## src/rtl/expr_check_arbiter.sv

```systemverilog
// Round-robin share of one "digit (op digit)*" checker between two byte-stream requesters.
// Optional build macro LEN_LIMIT_EN aborts a string that reaches MAX_LEN bytes without last.
module expr_check_arbiter #(
   parameter int MAX_LEN = 16
) (
   input  logic       clk,
   input  logic       clr,
   input  logic       req0,
   input  logic [7:0] in0,
   input  logic       last0,
   input  logic       req1,
   input  logic [7:0] in1,
   input  logic       last1,
   output logic       gnt0,
   output logic       gnt1,
   output logic       done,
   output logic       result,
   output logic       owner,
   output logic       ovf
);

   localparam int LW = $clog2(MAX_LEN + 1);

   typedef enum logic [1:0] {IDLE = 2'd0, FEED = 2'd1, DONE = 2'd2} state_t;

   state_t        state, state_nx;
   logic          gnt0_nx, gnt1_nx, done_nx, result_nx, owner_nx, ovf_nx;
   logic          rr, rr_nx;
   logic          cs, cs_nx;          // 0 = S0 (expect digit), 1 = S1 (expect op)
   logic          err, err_nx;
   logic [LW-1:0] len, len_nx;

   logic          req_o, last_o, is_digit, is_op, ok_byte;
   logic          chk_err, chk_cs, lim_hit;
   logic [7:0]    byte_o;
   logic [LW-1:0] len_inc;

   assign req_o    = owner ? req1  : req0;
   assign byte_o   = owner ? in1   : in0;
   assign last_o   = owner ? last1 : last0;
   assign is_digit = (byte_o >= 8'h30) && (byte_o <= 8'h39);
   assign is_op    = (byte_o == 8'h2B) || (byte_o == 8'h2A);
   assign ok_byte  = cs ? is_op : is_digit;
   assign chk_err  = err | ~ok_byte;
   assign chk_cs   = ok_byte ? ~cs : cs;
   assign len_inc  = (len == LW'(MAX_LEN)) ? len : len + LW'(1);

`ifdef LEN_LIMIT_EN
   assign lim_hit  = (len_inc == LW'(MAX_LEN));
`else
   assign lim_hit  = 1'b0;
`endif

   always_comb begin
      state_nx  = state;
      gnt0_nx   = gnt0;
      gnt1_nx   = gnt1;
      done_nx   = 1'b0;
      result_nx = result;
      owner_nx  = owner;
      ovf_nx    = ovf;
      rr_nx     = rr;
      cs_nx     = cs;
      err_nx    = err;
      len_nx    = len;
      case (state)
         IDLE: begin
            if (req0 || req1) begin
               // both asking: the pointer decides; otherwise whoever asks
               owner_nx = (req0 && req1) ? rr : req1;
               gnt0_nx  = ~owner_nx;
               gnt1_nx  = owner_nx;
               cs_nx    = 1'b0;
               err_nx   = 1'b0;
               len_nx   = '0;
               state_nx = FEED;
            end
         end
         FEED: begin
            if (req_o) begin
               cs_nx  = chk_cs;
               err_nx = chk_err;
               len_nx = len_inc;
               if (last_o) begin
                  result_nx = ~chk_err & chk_cs;
                  ovf_nx    = 1'b0;
                  gnt0_nx   = 1'b0;
                  gnt1_nx   = 1'b0;
                  done_nx   = 1'b1;
                  state_nx  = DONE;
               end else if (lim_hit) begin
                  result_nx = 1'b0;
                  ovf_nx    = 1'b1;
                  gnt0_nx   = 1'b0;
                  gnt1_nx   = 1'b0;
                  done_nx   = 1'b1;
                  state_nx  = DONE;
               end
            end
         end
         DONE: begin
            rr_nx    = ~owner;
            state_nx = IDLE;
         end
         default: state_nx = IDLE;
      endcase
   end

   always_ff @(posedge clk or posedge clr) begin
      if (clr) begin
         state  <= IDLE;
         gnt0   <= 1'b0;
         gnt1   <= 1'b0;
         done   <= 1'b0;
         result <= 1'b0;
         owner  <= 1'b0;
         ovf    <= 1'b0;
         rr     <= 1'b0;
         cs     <= 1'b0;
         err    <= 1'b0;
         len    <= '0;
      end else begin
         state  <= state_nx;
         gnt0   <= gnt0_nx;
         gnt1   <= gnt1_nx;
         done   <= done_nx;
         result <= result_nx;
         owner  <= owner_nx;
         ovf    <= ovf_nx;
         rr     <= rr_nx;
         cs     <= cs_nx;
         err    <= err_nx;
         len    <= len_nx;
      end
   end

endmodule

```

## config.mk

```make
export PLATFORM = sky130hd
export DESIGN_NAME = expr_check_arbiter
export DESIGN_NICKNAME = d
export VERILOG_FILES = /design/src/rtl/expr_check_arbiter.sv
export SDC_FILE = /design/constraint.sdc
export NUM_CORES = 1
export LEC_CHECK = 0
export ABC_AREA = 1
export BUFFER_PORTS_ARGS = -buffer_cell sky130_fd_sc_hd__buf_2
export CORE_UTILIZATION = 45
export DETAILED_ROUTE_END_ITERATION = 10
export HOLD_SLACK_MARGIN = 0.15
export PLACE_DENSITY = 0.82
export SLEW_MARGIN = 10
export SYNTH_ARGS = -nofsm -noshare
export SYNTH_HDL_FRONTEND = slang
export SYNTH_SLANG_ARGS = --single-unit
```

## constraint.sdc

```tcl
create_clock -name clk -period 2 [get_ports clk]
set_clock_uncertainty 0.15 [all_clocks]
set_input_delay 0.2 -clock clk [delete_from_list [all_inputs] [get_ports clk]]
set_output_delay 0.2 -clock clk [all_outputs]
set_load 0.01 [all_outputs]
```

[Word-level counts from Yosys, hierarchy flattened]
Index checks and enable logic that the tools add are counted.
Storage, ports and cells
  bits in registers: 10
  input port bits: 22
  output and inout port bits: 6
  word-level logic and storage cells: 60
Cells by class
  magnitude comparators: 2
  eq/ne operators: 7
  mux-type cells: 24
  bitwise gates (word level): 7
  reductions and logical operators: 11
Operators by type and width (number)
  == test 8 x 6 -> 1 bit, second input constant: 2
  2-to-1 mux 1 bit: 15
  AND reduction 3 bit: 3
  >= comparator 8 x 6 -> 1 bit, second input constant: 1
  <= comparator 8 x 6 -> 1 bit, second input constant: 1
  2-to-1 mux 8 bit: 1
  one-hot mux 1 bit (2 select lines): 4
  2-to-1 mux 2 bit: 3
  inequality test 2 bit, second input constant: 3
  inverter 1 bit: 5
  one-hot mux 2 bit (2 select lines): 1
  AND reduction 4 bit: 1
  == test 2 x 1 -> 1 bit, second input constant: 1
  == test 2 bit, second input constant: 1
  logical AND 1 bit: 2
  zero test 2 bit: 1
  logical OR 1 bit: 2
  AND reduction 2 bit: 1
  nonzero test 2 bit: 1
  AND 1 bit: 1
  OR 1 bit: 1

[Depth between registers and ports, before layout]
  depth after elaboration: 8
  depth in mapped cells: 11
  depth with buffers taken out: 11

[Least setup slack after synthesis]
Ideal clock, no wire load.
  path type: reg-to-reg
  start point: register owner
  end point: register err
  setup time: 0.126 ns
  data arrival time: 1.173 ns
  data required time: 1.724 ns
  slack: 0.551 ns
  cell stages (with the launch flop): 10
  buffers on the path: 1
  period minus slack after synthesis: 1.449 ns
  cells stage by stage: dfrtp_1 buf_6 o21ai_2 nand2_2 nor2_2 nand2_1 nand2_1 nand3_1 nand2_1 o21ai_0
Between the ends
  longest elaborated chain between the ends: 8
  elaborated cells on any way between the ends: 15
  those cells by class: order compare (2); eq/ne (3); mux (5); bitwise (2); reduce/logical (3)
RTL lines
  from (decl): line 18  | output logic owner,
  from (signal assigned): line 128  | owner <= owner_nx;
  2-to-1 mux 8 bit: line 39  | assign byte_o = owner ? in1 : in0;
  >= comparator 8 x 6 -> 1 bit (tied with other cells): line 41  | assign is_digit = (byte_o >= 8'h30) && (byte_o <= 8'h39);
  logical AND 1 bit / logical OR 1 bit (equally long branches): line 41, 42
  2-to-1 mux 1 bit: line 43  | assign ok_byte = cs ? is_op : is_digit;
  inverter 1 bit: line 44  | assign chk_err = err | ~ok_byte;
  OR 1 bit: line 44
  2-to-1 mux 1 bit: line 80  | if (req_o) begin
  one-hot mux 1 bit (2 select lines): line 66  | case (state)
  to (signal assigned): line 132  | err <= err_nx;
  to (decl): line 30  | logic err, err_nx;
Parallel ways exist; a longest one is shown, timed or not. The select of a mux whose other input is x is not followed.
A chain may end at the register's enable or synchronous reset.

[Final worst setup path]
  start point: input req1
  end point: register err
Between the ends
  longest elaborated chain between the ends: 3
  elaborated cells on any way between the ends: 5
  those cells by class: eq/ne (2); mux (1); reduce/logical (2)
RTL lines
  from (decl): line 11  | input logic req1,
  2-to-1 mux 1 bit / logical OR 1 bit (equally long branches): line 38, 68
  inequality test 2 bit (no source line)
  AND reduction 3 bit (no source line) (*)
Mark *: on every way between the ends. The rest lies on a longest branch, timed or not.

==> results.yml <==
status:
  outcome: "complete, no violations"
final_layout:
  fin_util_pct: 63.5
  drive_gt1_share_pct: 27.3
  layout_commonest_cell: "nand2_1"
  stdcell_count: 147
  diodes: 0
  area_growth_syn_to_layout_pct: 27.7
  final_cell_mix: "nand2_1, buf_2, inv_1"
  fin_nets: 155
synth:
  avgSynthCellArea_um2: 6.44
  syn-instance-count: 103
  synth_top_area_cell: "dfrtp_1"
  synth.distinct_cells: 19
  syn_area_um2: 663
  synth_area_leaders: "dfrtp_1, nand2_1, inv_1"
  synth_nets: 125
  ys_warn_count: 0
  ys_ff_latch: 10
  seq_area_frac_synth_pct: 37.7
  synth_top_area_share_pct: 37.7
floorplan:
  die_h_um: 40.4
  core_area_um2: 1330
  start_util_pct: 49.7
  rows: 13
  pin_count: 28
  die_w_um: 40.4
  die_area_um2: 1630
timing:
  tightest_slew_ps: 554
  setup_tns_ps: 0
  hold_viol: 0
  setup_viol: 0
  period_share_pct: 84.6
  max-slew-margin-rel_pct: 62.7
  max_freq_mhz: 591
  drv_slew: 0
  rsz0062_at_grt: "false"
  period_needed_ps: 1690
place:
  io_buffer_count: 24
  gp_congestion: 0.730
  place_inst: 141
  post-dp-hpwl_mm: 1.07
clock_network:
  cts_tree: "yes"
  cts_made_buffers: 3
  clk_pin_slew_ps: 70
  cts_resized: 0
  htree_num_levels: 1
  cts-root-buf: "clkbuf_4"
  insertion_delay_ps: 270
  cts_sinks: 10
  clk_path_buf_depth: 2
worst_setup_path:
  critPathMaxStageDelay_ps: 530
  cp.arrival_ps: 1730
  cp.required_ps: 2040
  cp-start-kind: "input pin"
  cp_cell_sequence: "dlygate4sd3_1 > buf_2 > o21ai_0 > o21ai_0 > o21ai_0"
  cp_slowest_cell: "dlygate4sd3_1"
  crit_path_frequent_cell: "o21ai_0"
  critPathKind: "input pin to flip-flop"
  path_max_fanout: 6
  endpoint_kind: "flip-flop"
drt:
  first_pass_iters: 4
  drt-wirelength-per-cell_um: 9.61
  wl_mm: 1.41
  drc: 0
  first_iter_violations: 17
  ant_nets: 0
  num_vias: 699
  viasPerCell: 4.76
power_and_ir_drop:
  p_clk_share_pct: 18.1
  internal_power_mw: 0.578
  p_per_area_nw_per_um2: 1210
  combPwrFrac_pct: 48.7
  p_leak_nw: 0.538
  pwr-share-seq_pct: 33.1
  ir_drop_uv: 817
  p_switching_mw: 0.447
  switching_share_pct: 43.6
grt:
  grt_pass1_wl_mm: 2.24
  grt_start_max_net_pins: 11
  grt-ovfl-total: 0
  grt_pass1_vias: 610
  grt_antenna_before_repair: 0
  grt_util_all_layers_pct: 21.3
job:
  max-cap-violations: 0
hold_path:
  hold_class: "input pin to flip-flop"
synth_stat cells:
cell,n
a21oi_1,2
a21oi_2,1
a31oi_1,1
buf_4,1
buf_6,1
conb_1,1
dfrtp_1,10
inv_1,19
inv_2,1
nand2_1,35
nand2_2,1
nand2_4,1
nand3_1,6
nor2_1,12
nor2_2,1
o21a_1,1
o21ai_0,6
o21ai_1,1
o21ai_2,2
registers in the layout, summed over array words and instances (netlist names):
register	flops
gnt1	1
owner	1
rr	1
cs	1
result	1
err	1
done	1
gnt0	1
state	2
power groups by stage:
stage	registers (mW)	clock network, mW	logic [mW]
5_1_grt	0.349	0.199	0.569
3_3_place_gp	0.339	0	0.479
4_1_cts	0.339	0.189	0.502
6_report	0.340	0.186	0.499
2_1_floorplan	0.352	0	0.356
3_5_place_dp	0.342	0	0.495
per-layer routing:
metal / track usage (%) / vias up / wire length (um)
li1: - / 364 / -
met1: 21.8 / 307 / 634
met2: 38.5 / 23 / 660
met3: 3.33 / 5 / 81
met4: 15.0 / 0 / 36
met5: 0 / - / 0
cells by family (layout without fill, tap and decap cells):
kind of cell	after synthesis	in the layout	synth area share (%)
AND/OR/NAND/NOR	56	56	34.7
buffers and inverters	22	51	14.2
flip-flops	10	10	37.7
AO/OA/AOI/OAI	14	14	12.8
other	1	1	0.565
critical path, delay by kind of cell:
| kind | cells | cell delay (ps) |
|---|---|---|
| AO/OA/AOI/OAI | 3 | 860 |
| buffers and inverters | 2 | 670 |
worst paths after layout:
path | slack, ps | cells after the start | start | endpoint
worst min register to register | 330 | 2 | result | result
worst max register to register | 430 | 9 | owner | err
worst max-delay path | 310 | 5 | req1 | err
max in group asynchronous | 1130 | 3 | clr | state[1]
worst min-delay path | 170 | 4 | last0 | state[0]
min in group asynchronous | 300 | 3 | clr | gnt0
what timing repair did:
item,4_1_cts,5_1_grt
hold endpoints to repair,11,0
setup endpoints to repair,0,0
hold buffers,2,0
buffers inserted,0,0
cell type report:
cell class                 instances  area (um^2)
fill                             127          487
inverter                          20         75.1
tap                               15         18.8
clock buffer                       4         36.3
timing repair buffer              27          148
multi-input combinational         71          319
sequential                        10          250
metrics by stage:
step	cell area, um^2	power (mW)	hold slack (ps)	setup WS [ps]
after floorplan	663	0.708	-110	551
after detailed placement	791	0.836	42.3	434
final	847	1.02	172	308
after CTS	847	1.03	177	293
after global placement	791	0.818	39.1	445
after global routing	847	1.12	221	156
No activity file was read; power rests on OpenSTA's default activity.
